### src/rtl/rr_pkg.sv
// rr_pkg: shared helpers for the round-robin arbiter
package rr_pkg;
   // Width of a requester index. It is at least 1 because REQCNT is at least 2.
   function automatic int numw(input int reqcnt);
      return $clog2(reqcnt);
   endfunction
endpackage

### src/rtl/rr_prio_enc.sv
// rr_prio_enc: rotating priority encoder, finds first set bit after start_i (wrapping)
//   req_i   : request vector
//   start_i : last granted index; search begins at start_i+1
//   idx_o   : first requester found in rotated order
//   any_o   : any request bit set
module rr_prio_enc import rr_pkg::*; #(
   parameter int REQCNT = 20,
   parameter int NUMW   = numw(REQCNT)
) (
   input  logic [REQCNT-1:0] req_i,
   input  logic [NUMW-1:0]   start_i,
   output logic [NUMW-1:0]   idx_o,
   output logic              any_o
);
   logic [NUMW-1:0] hi_idx, lo_idx;
   logic            hi_found;
   // Scan downward so the lowest qualifying index is the last one written.
   // hi_* covers bits above the pointer; lo_idx is the wrap-around fallback.
   always_comb begin
      hi_idx   = '0;
      lo_idx   = '0;
      hi_found = 1'b0;
      for (int i = REQCNT - 1; i >= 0; i--) begin
         if (req_i[i]) lo_idx = NUMW'(i);
         if (req_i[i] && i > int'(start_i)) begin
            hi_idx   = NUMW'(i);
            hi_found = 1'b1;
         end
      end
   end
   assign idx_o = hi_found ? hi_idx : lo_idx;
   assign any_o = |req_i;
endmodule

### src/rtl/rr_top.sv
// rr_top: round-robin arbiter with registered grant index
//   clk_i     : clock
//   rst_i     : asynchronous active-low reset
//   req_i     : request vector
//   req_val_i : qualifier; arbitration only when high
//   req_num_o : last granted index, which is also the round-robin pointer
module rr_top import rr_pkg::*; #(
   parameter int REQCNT = 20,
   parameter int NUMW   = numw(REQCNT)
) (
   input  logic              clk_i,
   input  logic              rst_i,
   input  logic [REQCNT-1:0] req_i,
   input  logic              req_val_i,
   output logic [NUMW-1:0]   req_num_o
);
   logic [NUMW-1:0] req_num_q, req_num_d, found;
   logic            any;
   rr_prio_enc #(.REQCNT(REQCNT), .NUMW(NUMW)) u_enc (
      .req_i  (req_i),
      .start_i(req_num_q),
      .idx_o  (found),
      .any_o  (any)
   );
   assign req_num_d = (req_val_i && any) ? found : req_num_q;
   always_ff @(posedge clk_i or negedge rst_i)
      if (!rst_i) req_num_q <= '0;
      else        req_num_q <= req_num_d;
   assign req_num_o = req_num_q;
endmodule

### config.mk
export PLATFORM = sky130hd
export DESIGN_NAME = rr_top
export DESIGN_NICKNAME = d
export VERILOG_FILES = /design/src/rtl/rr_pkg.sv /design/src/rtl/rr_prio_enc.sv /design/src/rtl/rr_top.sv
export SDC_FILE = /design/constraint.sdc
export NUM_CORES = 1
export LEC_CHECK = 0
export CAP_MARGIN = 20
export CORE_UTILIZATION = 30
export DETAILED_ROUTE_END_ITERATION = 10
export GPL_TIMING_DRIVEN = 0
export MAX_ROUTING_LAYER = met4
export PLACE_DENSITY = 0.54
export REMOVE_ABC_BUFFERS = 1
export SLEW_MARGIN = 20
export SYNTH_ARGS = -nofsm -noshare
export SYNTH_HDL_FRONTEND = slang
export SYNTH_HIERARCHICAL = 1
export SYNTH_SLANG_ARGS = --single-unit
### constraint.sdc
create_clock -name clk_i -period 3.4 [get_ports clk_i]
set_input_delay 0.34 -clock clk_i [delete_from_list [all_inputs] [get_ports clk_i]]
set_output_delay 0.34 -clock clk_i [all_outputs]
set_load 0.03 [all_outputs]
======== Yosys cells after proc, flatten, opt, wreduce, memory -nomap -nowiden ========
Cells that the tools add are included.
word-level totals
  input bits .............................. 23
  word-level logic and storage cells ...... 100
  register bits ........................... 5
  output and inout bits ................... 5
operators by class
  mux-type cells .......................... 59
  order comparisons ....................... 19
  reduce and logical (&&, ||, !) cells .... 21
operators by type and width
  operator                                                                        count
  5-bit two-way mux                                                               40
  4-bit by 5-bit greater-than comparator with 1-bit output, first input constant  8
  3-bit by 5-bit greater-than comparator with 1-bit output, first input constant  4
  5-bit greater-than comparator, first input constant                             4
  1-bit logical AND                                                               20
  20-bit OR reduction                                                             1
  1-bit two-way mux                                                               19
  2-bit by 5-bit greater-than comparator with 1-bit output, first input constant  2
  1-bit by 5-bit greater-than comparator with 1-bit output, first input constant  1

======== Longest topological paths before layout ========
  word-level depth ........................ 22
  gate-level depth with buffers ........... 8
  depth with buffers taken out ............ 7

======== By module ========
The synthesis kept the hierarchy.
by module, submodules not included
  module       area each (um^2)  times used  cells each  seq. area each (um^2)
  rr_prio_enc  838.3             1           132         0.0
  rr_top       187.7             1           11          125.1

======== Worst setup path after synthesis ========
Ideal clock, no wire load.
  path type ............................... reg2reg
  start point ............................. register req_num_q[0] (netlist: req_num_o[0])
  end point ............................... register req_num_q[0] (netlist: req_num_o[0])
  buffers on the path ..................... 1
  stages on the path, launching flop included .. 9
  data required time ...................... 3.275 ns
  period minus slack after synthesis ...... 2.106 ns
  arrival time ............................ 1.981 ns
  path slack .............................. 1.294 ns
  cells stage by stage .................... dfrtp_1 buf_4 o31ai_1 and3_4 a2111oi_4 and2b_1 o2111a_1 a32oi_1 mux2_2
between the ends
  cells in the longest elaborated chain, start to end .. 22
  elaborated cells between the ends (all ways) .. 77
  classes of those cells .................. order compare (19); mux (39); reduce/logical (19)
ends and longest elaborated chain
  what                                                                         RTL line           text
  from (decl)                                                                  rr_top.sv:17       logic [NUMW-1:0] req_num_q, req_num_d, found;
  from (signal assigned)                                                       rr_top.sv:28       else req_num_q <= req_num_d;
  5-bit greater-than comparator                                                rr_prio_enc.sv:25  if (req_i[i] && i > int'(start_i)) begin
  1-bit logical AND                                                            rr_prio_enc.sv:25
  5-bit two-way mux / 1-bit two-way mux (equally long branches) (19 in a row)  rr_prio_enc.sv:25
  5-bit two-way mux *                                                          rr_prio_enc.sv:31  assign idx_o = hi_found ? hi_idx : lo_idx;
  net found[0]                                                                 rr_top.sv:17
The timed path passes the listed nets; every way through them passes the cells marked *.
A chain may end at the register's enable or synchronous reset.

======== Worst setup path in the final report ========
  start point ............................. register req_num_q[4] (netlist: req_num_o[4])
  end point ............................... register req_num_q[1] (netlist: req_num_o[1])
The elaborated chain is that of the path after synthesis.

==> flow_summary.toml <==
[global_routing]
antenna_found_initial = 0
gr-usage-all-layers_pct = 20.60
grt_max_degree = 18
grt_pass1_wl_um = 5513
grt.busiest_layer = "met2"
met3_usage_pct = 1.493
met2_usage_pct = 34.38
grt_pass1_vias = 1176
use_met1_pct = 26.71
overflow = 0

[synthesis]
synthArstFlopShare_pct = 100.0
avgSynthCellArea_um2 = 7.175
synth-edff-count = 0
yosys.area.top_type = "dfrtp_1"
ys_ff_latch = 5
ys.flop_type = "dfrtp_1"
post-synth-top-count-cell = "nor2_1"
synthCells = 143
yosys_warnings = 6
ys_seq_area_share_pct = 12.20
yosys-top-cells-area = "dfrtp_1, mux2_2, o21ai_0, nor2_1, a21oi_1"
syn_area_um2 = 1026
synth_top_area_share_pct = 12.20
synth_common_cells = "nor2_1, nand2_1, o21ai_0"
synthDistinctLibCells = 52

[power]
peakVddDrop_mv = 0.4168
clockPowerShare_pct = 8.1
power.switching_w = 0.0004552
leakagePower_nw = 0.4991
p_per_area_nw_per_um2 = 625.3
seq_power_share_pct = 24.2
combinationalPowerShare_pct = 67.7
p_sw_share_pct = 54.12
p_int_w = 0.0003859

[sta]
setup_viol = 0
rsz0062_at_grt = "false"
drv_slew = 0
finalCritPeriodShare_pct = 70.87
fmax_ghz = 0.4150
final.setup.tns_ns = 0
finalHoldViolCount = 0
skew_ns = 0.0005555
holdWs_ns = 0.3133
tightestPinTransition_ns = 0.6083
slew_headroom_pct = 59.45
period_needed_ns = 2.410

[clock_network]
cts-root-buf = "clkbuf_4"
cts_setup_buffers = 0
cts_buffers = 3
htree_levels = 1
clock_latency_ns = 0.24
cts.path.max_buffers = 2
post_cts_resized = 0
postCtsHoldBufs = 0
cts_tree = "yes"
clock-sinks = 5
cts.clk_slew.worst_paths_ns = 0.04

[setup_path]
cp_max_fo = 13
criticalPathCategory = "flip-flop to flip-flop"
worstSetupStartpointType = "flip-flop"
cp-end-kind = "flip-flop"
cp.required_ns = 3.58
crit_arrival_ns = 2.59

[floorplan]
start_util_pct = 32.54
core_um2 = 3153
core.rowCount = 20
die_h_um = 60.48
dieWidth_um = 60.48
io_pins = 28
die_area_um2 = 3658

[drt]
drtIter0Drc = 78
wl_per_cell_um = 15.80
remaining_drc_errors = 0
ant_nets = 0
drt-vias-per-instance = 5.784
wl_um = 3366
dr_total_vias = 1232
firstDrtPassIters = 4

[placed_design]
port_buffers = 27
gp_congestion = 0.8721
hpwl_um = 2553

[status]
status = "completed"

[finish]
syn_to_final_growth_pct = 31.10
antenna_cells = 0
largest_register_ffs = 5
drive_above_1_share_pct = 13.02
final_nets = 193

[worst_hold_path]
hp-class = "input port to asynchronous set/reset pin"

[flow_run]
maxCapViolCount = 0
layout make-up:
cell class | instances | area [um^2]
Clock buffer | 4 | 26.28
Fill cell | 364 | 1808
Inverter | 11 | 41.29
Multi-Input combinational cell | 122 | 827.0
Sequential cell | 5 | 125.1
Tap cell | 44 | 55.05
Timing Repair Buffer | 27 | 270.3
layer usage:
| metal | part of all wire, % | up-vias |
|---|---|---|
| li1 | - | 609 |
| met1 | 46 | 579 |
| met2 | 47 | 40 |
| met3 | 5.2 | 4 |
| met4 | 1.4 | 0 |
| met5 | 0 | - |
power by group through the flow:
| stage | Sequential [W] | Combinational [W] | Clock, W |
|---|---|---|---|
| after global routing | 0.000209 | 0.000625 | 0.0000782 |
| after global placement | 0.000203 | 0.000557 | 0 |
| after detailed placement | 0.000203 | 0.000558 | 0 |
| final | 0.000203 | 0.000570 | 0.0000683 |
| after CTS | 0.000202 | 0.000562 | 0.0000720 |
| after floorplan | 0.000209 | 0.000353 | 0 |
through the flow:
stage	power, W	setup slack [ns]	instances	utilization, %	cell area [um^2]
2_1_floorplan	0.0005615	1.119	138	-	993.5
3_3_place_gp	0.0007600	0.8702	209	41.83	1319
5_1_grt	0.0009121	0.8361	213	42.66	1345
4_1_cts	0.0008359	0.9918	213	42.66	1345
3_5_place_dp	0.0007614	0.9235	209	41.83	1319
6_report	0.0008411	0.9904	213	42.66	1345
layout by cell type (no fill, tap or decap), drive strengths merged, types with 2 or more instances in the layout:
master	instances
nor3	3
nand2b	3
clkbuf	4
nor2b	4
and3	2
o21ai	10
a32oi	2
a21boi	3
o21bai	2
mux2	5
a211oi	4
o32ai	3
clkdlybuf4s50	27
a21o	2
nand3	6
a221oi	2
inv	11
o21a	2
a31oi	2
dfrtp	5
nor2	14
a21oi	9
or2	2
nand2	13
a2111oi	2
o211ai	4
nor4	3
o31ai	2
nand4	3
kinds of logic after synthesis:
logic type             after synthesis  share of synthesized area, %
AO/OA/AOI/OAI                       60                         46.22
buffers and inverters               16                         7.195
flip-flops                           5                         12.20
multiplexers                         5                         5.487
AND/OR/NAND/NOR                     57                         28.90
critical path, cell delays in order (launching register included):
cell       delay (ns)
dfrtp_1          0.65
inv_1            0.27
and3_1           0.29
a2111oi_4        0.31
and2b_1          0.24
nand3_1          0.13
o32ai_2          0.26
mux2_2           0.19
path summary, 6_finish.rpt:
path                         startpoint            to  slack [ns]  depth (start not counted)
min reg2reg                req_num_o[0]  req_num_o[0]        0.88                          1
min in group clk_i            req_val_i  req_num_o[3]        0.84                          3
min                               rst_i  req_num_o[4]        0.31                          1
max                        req_num_o[4]  req_num_o[1]        0.99                          7
max in group asynchronous         rst_i  req_num_o[0]        2.91                          1
max reg2reg                req_num_o[4]  req_num_o[1]        0.99                          7
No activity file was read; power rests on OpenSTA's default activity.
